[src/rtl/rv32i_types.sv]
// rtl/rv32i_types.sv - shared arbiter state type and round-robin pointer helper
package rv32i_types;

  typedef enum logic {
    ARB_IDLE = 1'b0,
    ARB_BUSY = 1'b1
  } arb_state_t;

  function automatic int rr_next(input int idx, input int num);
    return (idx + 1 >= num) ? 0 : idx + 1;
  endfunction

endpackage

[src/rtl/rr_picker.sv]
// rtl/rr_picker.sv - combinational round-robin picker: first requester at or above ptr, wrapping
module rr_picker #(
  parameter int NUM_CH = 2,
  parameter int IDX_W  = $clog2(NUM_CH)
) (
  input  logic [NUM_CH-1:0] req,
  input  logic [IDX_W-1:0]  ptr,
  output logic              valid,
  output logic [IDX_W-1:0]  index
);

  logic [IDX_W-1:0] cand;

  // Walk offsets from farthest to nearest so the nearest requester is the last one written.
  always_comb begin
    valid = 1'b0;
    index = '0;
    cand  = '0;
    for (int k = NUM_CH - 1; k >= 0; k--) begin
      cand = IDX_W'((int'(ptr) + k) % NUM_CH);
      if (req[cand]) begin
        valid = 1'b1;
        index = cand;
      end
    end
  end

endmodule

[src/rtl/mem_arbiter.sv]
// rtl/mem_arbiter.sv - round-robin N-channel memory arbiter; MEM_ARB_TIMEOUT_EN adds a response watchdog
module mem_arbiter
  import rv32i_types::*;
#(
  parameter int NUM_CH         = 2,
  parameter int ADDR_W         = 32,
  parameter int DATA_W         = 32,
  parameter int TIMEOUT_CYCLES = 255
) (
  input  logic                               clk,
  input  logic                               rst,
  input  logic [NUM_CH-1:0]                  ch_read,
  input  logic [NUM_CH-1:0]                  ch_write,
  input  logic [NUM_CH-1:0][ADDR_W-1:0]      ch_address,
  input  logic [NUM_CH-1:0][DATA_W-1:0]      ch_wdata,
  input  logic [NUM_CH-1:0][DATA_W/8-1:0]    ch_byte_enable,
  output logic [NUM_CH-1:0]                  ch_resp,
  output logic [DATA_W-1:0]                  ch_rdata,
  output logic                               mem_read,
  output logic                               mem_write,
  output logic [ADDR_W-1:0]                  mem_address,
  output logic [DATA_W-1:0]                  mem_wdata,
  output logic [DATA_W/8-1:0]                mem_byte_enable,
  input  logic                               mem_resp,
  input  logic [DATA_W-1:0]                  mem_rdata,
  output logic                               timeout_err
);

  localparam int IDX_W = $clog2(NUM_CH);

  arb_state_t        state;
  logic [IDX_W-1:0]  rr_ptr;
  logic [IDX_W-1:0]  grant;
  logic [IDX_W-1:0]  pick_idx;
  logic              pick_valid;
  logic [NUM_CH-1:0] req;
  logic              timeout_hit;
  logic              done;

  assign req  = ch_read | ch_write;
  assign done = (state == ARB_BUSY) && (mem_resp || timeout_hit);

  rr_picker #(
    .NUM_CH (NUM_CH),
    .IDX_W  (IDX_W)
  ) u_picker (
    .req   (req),
    .ptr   (rr_ptr),
    .valid (pick_valid),
    .index (pick_idx)
  );

  // The mem_* registers double as the latched request; clearing them on completion keeps IDLE outputs at zero.
  always_ff @(posedge clk or negedge rst) begin
    if (!rst) begin
      state           <= ARB_IDLE;
      rr_ptr          <= '0;
      grant           <= '0;
      mem_read        <= 1'b0;
      mem_write       <= 1'b0;
      mem_address     <= '0;
      mem_wdata       <= '0;
      mem_byte_enable <= '0;
    end else begin
      case (state)
        ARB_IDLE: begin
          if (pick_valid) begin
            state           <= ARB_BUSY;
            grant           <= pick_idx;
            mem_write       <= ch_write[pick_idx];
            mem_read        <= ~ch_write[pick_idx];
            mem_address     <= ch_address[pick_idx];
            mem_wdata       <= ch_wdata[pick_idx];
            mem_byte_enable <= ch_byte_enable[pick_idx];
          end
        end
        ARB_BUSY: begin
          if (done) begin
            state           <= ARB_IDLE;
            rr_ptr          <= IDX_W'(rr_next(int'(grant), NUM_CH));
            mem_read        <= 1'b0;
            mem_write       <= 1'b0;
            mem_address     <= '0;
            mem_wdata       <= '0;
            mem_byte_enable <= '0;
          end
        end
        default: state <= ARB_IDLE;
      endcase
    end
  end

  always_comb begin
    ch_resp = '0;
    if (state == ARB_BUSY) begin
      ch_resp[grant] = mem_resp | timeout_hit;
    end
  end

  assign ch_rdata = mem_rdata;

`ifdef MEM_ARB_TIMEOUT_EN
  localparam int CNT_W = $clog2(TIMEOUT_CYCLES + 1);

  logic [CNT_W-1:0] wd_cnt;
  logic             err_q;

  assign timeout_hit = (state == ARB_BUSY) && (wd_cnt == CNT_W'(TIMEOUT_CYCLES));
  assign timeout_err = err_q;

  always_ff @(posedge clk or negedge rst) begin
    if (!rst) begin
      wd_cnt <= '0;
      err_q  <= 1'b0;
    end else begin
      if (state == ARB_IDLE) begin
        wd_cnt <= '0;
      end else if (!mem_resp && !timeout_hit) begin
        wd_cnt <= wd_cnt + CNT_W'(1);
      end
      if (timeout_hit) begin
        err_q <= 1'b1;
      end
    end
  end
`else
  logic unused_timeout_cfg;

  assign unused_timeout_cfg = (TIMEOUT_CYCLES != 0);
  assign timeout_hit        = 1'b0;
  assign timeout_err        = 1'b0;
`endif

endmodule

[config.mk]
export PLATFORM = sky130hd
export DESIGN_NAME = mem_arbiter
export DESIGN_NICKNAME = d
export VERILOG_FILES = /design/src/rtl/rv32i_types.sv /design/src/rtl/rr_picker.sv /design/src/rtl/mem_arbiter.sv
export SDC_FILE = /design/constraint.sdc
export NUM_CORES = 1
export LEC_CHECK = 0
export ABC_AREA = 0
export CORE_MARGIN = 5
export CORE_UTILIZATION = 30
export CTS_BUF_LIST = sky130_fd_sc_hd__clkbuf_8
export CTS_CLUSTER_SIZE = 30
export DETAILED_ROUTE_END_ITERATION = 10
export GPL_TIMING_DRIVEN = 0
export PLACE_DENSITY = 0.71
export SLEW_MARGIN = 25
export SYNTH_ARGS = -nofsm -noshare
export SYNTH_HDL_FRONTEND = slang
export SYNTH_SLANG_ARGS = --single-unit
[constraint.sdc]
create_clock -name clk -period 2.15 [get_ports clk]
set_input_delay 0.215 -clock clk [delete_from_list [all_inputs] [get_ports clk]]
set_output_delay 0.215 -clock clk [all_outputs]
set_load 0.02 [all_outputs]
==> results of run 1 <==
[layer usage]
layer | track usage, % | vias to the layer above
li1 | - | 2032
met1 | 23.8 | 2170
met2 | 30.6 | 226
met3 | 4.96 | 30
met4 | 6.59 | 0
met5 | 0 | -
[kinds of logic after synthesis]
group / after synthesis / synth area share (%)
buffers and inverters: 85 / 10.7
other: 1 / 0.0860
multiplexers: 1 / 0.517
AO/OA/AOI/OAI: 78 / 17.1
AND/OR/NAND/NOR: 146 / 29.7
flip-flops: 73 / 41.9
[worst paths after layout]
path | startpoint | to | slack (ns) | cells after the start
min in group clk | mem_address[30] | mem_address[30] | 0.51 | 1
max in group asynchronous | rst | mem_address[5] | 1.22 | 3
setup / recovery | ch_write[1] | mem_address[21] | 0.11 | 6
hold / removal | rst | mem_wdata[6] | 0.35 | 2
hold reg to reg | mem_address[30] | mem_address[30] | 0.51 | 1
setup reg to reg | rr_ptr | mem_address[21] | 0.29 | 5
[sequential cells by signal, indices dropped and copies added, names as in the netlist]
name,flops
grant,1
mem_address,32
state,1
mem_wdata,32
mem_write,1
rr_ptr,1
mem_read,1
mem_byte_enable,4
[Yosys cell counts, drive strengths merged]
master,instances,share of area (%)
buf,45,7.3
conb,1,0.086
nor2,3,0.26
nor3b,68,12
o21a,1,0.17
inv,1,0.086
and3,1,0.14
dfrtp,73,42
or4,1,0.26
a21oi,1,0.11
a221o,68,16
nand2,2,0.17
mux2i,1,0.52
o21ai,3,0.34
clkbuf,39,3.4
and4bb,13,3.7
nor4bb,55,13
a21o,1,0.17
a22o,1,0.20
nand2b,2,0.29
nor4,1,0.49
o21bai,1,0.17
a22oi,1,0.17
a31oi,1,0.14
[what timing repair did]
item / in CTS / in global routing
hold endpoints to repair: 33 / 0
setup buffers: 2 / 0
endpoints found under the setup margin: 71 / 8
hold buffers: 1 / 0
pin swaps: 1 / 0
gates resized for setup: 16 / 6
[layout make-up]
type                       count  area [sq um]
inverter                       1          3.75
multi-input combinational    226          2090
sequential                    73          1830
timing repair buffer         250          2510
fill                        1257          7060
buffer                        83           475
tap                          184           230
clock inverter                 5          22.5
clock buffer                  11           151
[layout by cell type (no fill, tap or decap), drive strengths merged, types with 3 or more instances in the layout]
master           n
clkdlybuf4s50  243
dfrtp           73
nor3b           68
a221o           68
nor4bb          55
buf             49
clkbuf          49
and4bb          13
inv              3
clkinv           3
nor2             3
o21ai            3
[worst max-delay path, cell delays in order]
cell and delay [ns]:
clkdlybuf4s50_1 0.57, nor2_4 0.30, buf_2 0.29, clkbuf_1 0.34, and4bb_2 0.28, a221o_1 0.27
[where the power goes]
part | leakage (nW) | internal, mW | switching, mW
clock | 0.101 | 0.468 | 0.503
sequential | 0.943 | 1.60 | 0.148
combinational | 1.92 | 1.08 | 0.946
==> results_dict.tcl, run 1 <==
set metrics [dict create \
    outcome "finished, final reports clean" \
    totalPowerFinal_mw 4.74 \
    grt_pass1_wl_microns 25100 \
    die_w_microns 131 \
    layout.cells.non_filler 833 \
    min_period_over_period_pct 95.1 \
    clkSinkCount 73 \
    dpl-instance-area_sq_um 7070 \
    netlist_instances 384 \
    tightestPinTransition_ns 0.516 \
    grt_pass1_vias 4715 \
    crit_path_end_kind "register" \
    setup_slack_ns 0.106 \
    hp-class "in -> async" \
    synth_cell_types 27 \
    tritoncts "yes" \
    grt.total_usage_pct 18.7 \
    cp.required_ns 2.38 \
    powerDensity_nw_per_um2 649 \
    drv_slew 0 \
    coreArea_sq_um 14400 \
    cts_buffers 9 \
    place.gp.congestion 0.821 \
    num_vias 4458 \
    path_class "in -> reg" \
    setup_viol 0 \
    utilization_pct 50.8 \
    dr_wl_met3_microns 1540 \
    clockBufferDepth 2 \
    fp.dieH_microns 131 \
    drt-vias-per-instance 5.35 \
    dp_cells 815 \
    hold_slack_ns 0.351 \
    grt_max_degree 41 \
    maxCapViolations 0 \
    portBuffers 246 \
    finalHoldViolCount 0 \
    initial_utilization_pct 30.3 \
    cts_root_buf "clkbuf_8" \
    period_minus_slack_ns 2.04 \
    dieArea_sq_um 17000 \
    synth_area_sq_um 4360 \
    synth-seq-cells 73 \
    firstDrtPassIters 6 \
    diodes 0 \
    route.met2.wl_microns 7990 \
    rsz0062_at_grt "no" \
    post-place-ws_ns -0.795 \
    drt_wl_total_microns 16900 \
    max_freq_mhz 489 \
    final_nets 819 \
    crit_arrival_ns 2.27 \
    yosysSeqAreaShare_pct 41.9 \
    cp-start-kind "primary input" \
    routedWlPerCell_microns 20.3 \
    crit_fanout 10 \
    drt_iter0_drc 273 \
    ios 280 \
    yosysWarnings 0 \
    insertion_delay_ns 0.35 \
    postSynthAreaPerCell_sq_um 11.4 \
    area_growth_pct 67.6 \
    synth_nets 559 \
    maxUsedRoutingLayer "met4" \
    ant_nets 0 \
    antenna_found_initial 0 \
    max_slew_margin_pct 65.6 \
    fin_worst_skew_ns 0.00641 \
    route.detailed.drc 0 \
    fin_area_sq_um 7310 \
    cts-htree-levels 3 \
    cts.clk_slew.worst_paths_ns 0.08 \
    rows 44 \
    tns_ns 0 \
    hpwlAfterDp_microns 12900 \
    overflow 0 \
    wl_met1_microns 6980 \
    drive_gt1_share_pct 13.6 \
    p_leak_nw 2.96 \
    irDropWorstVdd_v 0.000246 \
]
(Power assumes the default switching activity.)
==> run 2: changes to the inputs <==
--- a/config.mk
+++ b/config.mk
@@ -11,8 +11,9 @@
 export CTS_BUF_LIST = sky130_fd_sc_hd__clkbuf_8
 export CTS_CLUSTER_SIZE = 30
 export DETAILED_ROUTE_END_ITERATION = 10
+export DONT_BUFFER_PORTS = 1
 export GPL_TIMING_DRIVEN = 0
-export PLACE_DENSITY = 0.71
+export PLACE_DENSITY = 0.47
 export SLEW_MARGIN = 25
 export SYNTH_ARGS = -nofsm -noshare
 export SYNTH_HDL_FRONTEND = slang
==> results_dict.tcl, run 2 (synthesis results as in run 1) <==
set metrics [dict create \
    outcome "finished, final reports clean" \
    final_nets 571 \
    routedWlPerCell_microns 25.9 \
    initial_utilization_pct 30.3 \
    hold_slack_ns 0.0741 \
    tritoncts "yes" \
    rows 44 \
    reg_top3 "mem_address: 32 flops, mem_wdata: 32 flops, mem_byte_enable: 4 flops" \
    hpwlAfterDp_microns 11300 \
    p_comb_share_pct 22.0 \
    postCtsSetupRepairBufs 0 \
    mostFrequentLayoutCells "dfrtp_1 (73), nor3b_1 (68), a221o_1 (68)" \
    sw_frac_of_total_pct 35.1 \
    cts_root_buf "clkbuf_8" \
    p_leak_nw 2.02 \
    area_growth_pct 12.1 \
    dp_cells 568 \
    finalHoldViolCount 0 \
    dpl-instance-area_sq_um 4590 \
    path_class "reg -> reg" \
    ios 280 \
    rsz0062_at_grt "no" \
    setup_viol 0 \
    fin_worst_skew_ns 0.00916 \
    crit_path_end_kind "register" \
    antenna_found_initial 1 \
    p_int_mw 2.84 \
    worstHoldStart "mem_resp" \
    coreArea_sq_um 14400 \
    utilization_pct 34.0 \
    crit_fanout 10 \
    cp-startpoint "rr_ptr" \
    rr_startpoint "rr_ptr" \
    min_period_over_period_pct 89.9 \
    num_vias 3464 \
    die_w_microns 131 \
    route.detailed.drc 0 \
    crit_arrival_ns 2.22 \
    grt_pass1_vias 3624 \
    cts-htree-levels 3 \
    place.gp.congestion 0.754 \
    drv_slew 0 \
    powerDensity_nw_per_um2 894 \
    drt_iter0_drc 159 \
    max_slew_margin_pct 61.0 \
    drive_gt1_share_pct 20.0 \
    insertion_delay_ns 0.36 \
    clockBufferDepth 2 \
    irDropWorstVdd_v 0.000305 \
    max_freq_mhz 517 \
    fin_area_sq_um 4890 \
    drt_wl_total_microns 15200 \
    dieArea_sq_um 17000 \
    grt_pass1_wl_microns 21900 \
    grt_max_degree 74 \
    layout.cells.non_filler 586 \
    cp-start-kind "register" \
    clkSinkCount 73 \
    sequentialPowerShare_pct 47.0 \
    ant_nets 0 \
    switchingPower_mw 1.53 \
    cts_buffers 9 \
    hp-class "in -> reg" \
    fp.dieH_microns 131 \
    portBuffers 0 \
    cts.clk_slew.worst_paths_ns 0.08 \
    layout_commonest_cell "dfrtp_1" \
    tightestPinTransition_ns 0.583 \
    period_minus_slack_ns 1.93 \
    cp.required_ns 2.44 \
    grt.total_usage_pct 16.9 \
    overflow 0 \
    drt-vias-per-instance 5.91 \
    clock_power_share_pct 31.0 \
    firstDrtPassIters 4 \
    maxCapViolations 0 \
]
## run 2: changes by cell type in the layout (fill, tap and decap cells not counted), moves of 2 or more
cell	change
clkdlybuf4s50_1	-243
buf_4	-4
bufinv_16	+3
clkbuf_1	+2
clkbuf_2	-2
clkbuf_8	-2
clkdlybuf4s15_2	-2
clkinv_2	-2
## run 2: path summary, 6_finish.rpt
kind	end	slack (ns)	cells after the start
max	mem_address[22]	0.22	5
min	state	0.07	2
max reg2reg	mem_address[22]	0.22	5
min reg2reg	rr_ptr	0.56	2
max in group asynchronous	mem_address[31]	1.39	2
min in group asynchronous	mem_address[27]	0.42	2
## run 2: what timing repair did
action / CTS / global route
hold endpoints to repair: 74 / 0
endpoints found under the setup margin: 68 / 15
gates resized for setup: 2 / 2
hold buffers: 3 / 0
## run 2: metal layers
metal / global-route usage [%] / share of wire, %
met1: 21.7 / 40
met2: 27.0 / 48
met3: 5.73 / 10
met5: 0 / 0.086
met4: 5.26 / 1.3
## run 2: worst max-delay path, cell delays in order (launching register included)
cell      delay (ns)
dfrtp_1         0.41
o21bai_2        0.30
o21ai_2         0.22
clkbuf_1        0.43
buf_2           0.32
a221o_1         0.18
## run 2: layout make-up
class,count,area [sq um]
buffer,82,459
tap,184,230
inverter,1,3.75
antenna,1,2.50
clock buffer,10,138
sequential,73,1830
clock inverter,6,106
fill,1434,9480
timing repair buffer,3,47.5
multi-input combinational,226,2070
## run 2: power groups by stage
stage	sequential [mW]	combinational (mW)	clock (mW)
2_1_floorplan	2.00	0.739	0
3_3_place_gp	2.08	0.924	0
3_5_place_dp	2.08	0.938	0
4_1_cts	2.06	0.970	1.41
5_1_grt	2.08	1.06	1.45
6_report	2.05	0.961	1.35
## run 2: stage by stage
stage                     worst slack [ns]  total power, mW  TNS (ns)
after detailed placement            -0.323             3.02     -8.04
after CTS                           0.0420             4.44         0
after global placement              -0.308             3.01     -5.82
after floorplan                      0.496             2.74         0
final                                0.217             4.37         0
after global routing                0.0564             4.59         0
==> run 3: changes to the inputs <==
--- a/config.mk
+++ b/config.mk
@@ -9,11 +9,9 @@
 export CORE_MARGIN = 5
 export CORE_UTILIZATION = 30
 export CTS_BUF_LIST = sky130_fd_sc_hd__clkbuf_8
-export CTS_CLUSTER_SIZE = 30
 export DETAILED_ROUTE_END_ITERATION = 10
-export DONT_BUFFER_PORTS = 1
 export GPL_TIMING_DRIVEN = 0
-export PLACE_DENSITY = 0.47
+export PLACE_DENSITY = 0.67
 export SLEW_MARGIN = 25
 export SYNTH_ARGS = -nofsm -noshare
 export SYNTH_HDL_FRONTEND = slang
==> results_dict.tcl, run 3 (synthesis results as in run 1) <==
set metrics [dict create \
    tritoncts "yes" \
    fin_area_sq_um 7280 \
    drv_slew 0 \
    drive_gt1_share_pct 13.0 \
    grt_pass1_wl_microns 24800 \
    die_w_microns 131 \
    mostFrequentLayoutCells "clkdlybuf4s50_1 (243), dfrtp_1 (73), nor3b_1 (68), a221o_1 (68), nor4bb_1 (55)" \
    area_growth_pct 67.0 \
    antenna_found_initial 0 \
    critPathTopFamily "buffers and inverters" \
    reg2reg_to "mem_address[21]" \
    diodes 0 \
    drt-vias-per-instance 5.29 \
    cts_root_buf "clkbuf_8" \
    ios 280 \
    route.detailed.drc 0 \
    fin_worst_skew_ns 0.00738 \
    fp.dieH_microns 131 \
    finalHoldViolCount 0 \
    overflow 0 \
    grt_pass1_vias 4688 \
    num_vias 4398 \
    final_nets 819 \
    max_stage_delay_ns 0.55 \
    drt_iter0_drc 216 \
    rr_startpoint "rr_ptr" \
    rsz0062_at_grt "no" \
    dieArea_sq_um 17000 \
    cp-start-kind "primary input" \
    min_period_over_period_pct 93.1 \
    maxCapViolations 0 \
    outcome "finished, final reports clean" \
    coreArea_sq_um 14400 \
    place.gp.congestion 0.875 \
    powerDensity_nw_per_um2 648 \
    crit_arrival_ns 2.23 \
    hp-class "in -> async" \
    max_slew_margin_pct 65.5 \
    grt_max_degree 39 \
    totalPowerFinal_mw 4.72 \
    rows 44 \
    cts-htree-levels 3 \
    clockBufferDepth 2 \
    r2r_slack_ns 0.32 \
    portBuffers 246 \
    ant_nets 0 \
    setup_viol 0 \
    drt_wl_total_microns 16700 \
    critPathBufInv 3 \
    path_class "in -> reg" \
    cp.required_ns 2.38 \
    cts_buffers 9 \
    reg_top3 "mem_address: 32 flops, mem_wdata: 32 flops, mem_byte_enable: 4 flops" \
    cp_cell_sequence "clkdlybuf4s50_1, nor2_2, buf_2, clkbuf_2, and4bb_2, a221o_1" \
    layout_commonest_cell "clkdlybuf4s50_1" \
    slowest_stage "clkdlybuf4s50_1" \
    clkSinkCount 73 \
    dpl-instance-area_sq_um 7070 \
    period_minus_slack_ns 2.00 \
    cts.clk_slew.worst_paths_ns 0.08 \
    grt.total_usage_pct 18.5 \
    hpwlAfterDp_microns 12800 \
    reg2regPathDepth 5 \
    crit_fanout 10 \
    insertion_delay_ns 0.34 \
    irDropWorstVdd_v 0.000267 \
    routedWlPerCell_microns 20.1 \
    dp_cells 815 \
    p_leak_nw 2.96 \
    crit_path_end_kind "register" \
    firstDrtPassIters 5 \
    tightestPinTransition_ns 0.517 \
    initial_utilization_pct 30.3 \
    hold_slack_ns 0.364 \
    layout.cells.non_filler 831 \
    max_freq_mhz 500 \
]
-- run 3: worst max-delay path by stage --
stage                                 end  cells after the start        start
after floorplan                ch_resp[0]                      5        state
after global placement      mem_wdata[26]                      1          rst
after detailed placement  mem_address[27]                      6  ch_write[0]
after CTS                      ch_resp[0]                      6        state
after global routing      mem_address[17]                      6  ch_write[1]
final                     mem_address[17]                      6  ch_write[1]
-- run 3: area by class of cell --
type	count	area [sq um]
fill	1333	7090
buffer	83	475
clock inverter	3	11.3
tap	184	230
inverter	1	3.75
timing repair buffer	250	2500
sequential	73	1830
clock buffer	11	151
multi-input combinational	226	2080
-- run 3: per-stage QoR --
step / worst slack [ns] / util (%) / TNS, ns
floorplan: 0.496 / - / 0
global placement: -1.75 / 49.1 / -158.63
detailed placement: -0.707 / 49.2 / -35.34
CTS: 0.0119 / 50.6 / 0
global route: 0.0433 / 50.7 / 0
finish: 0.148 / 50.7 / 0
-- run 3: power by group --
group	internal, mW	leakage (nW)	switching [mW]
Clock	0.458	0.0951	0.500
Sequential	1.60	0.943	0.150
Combinational	1.08	1.92	0.936
Total	3.13	2.96	1.59
-- run 3: repair_timing --
action                                  4_1_cts  5_1_grt
buffers inserted                              0        2
pin swaps                                     0        1
hold endpoints to repair                     35        0
resized for setup                            13        6
hold buffers                                  1        0
endpoints found under the setup margin       71       17
-- run 3: per-layer routing --
layer / up-vias / part of all wire (%) / track usage (%)
met1: 2154 / 42 / 24.0
met5: - / 0 / 0
met3: 17 / 7.7 / 3.82
met2: 204 / 48 / 31.0
li1: 2023 / - / -
met4: 0 / 1.6 / 6.11
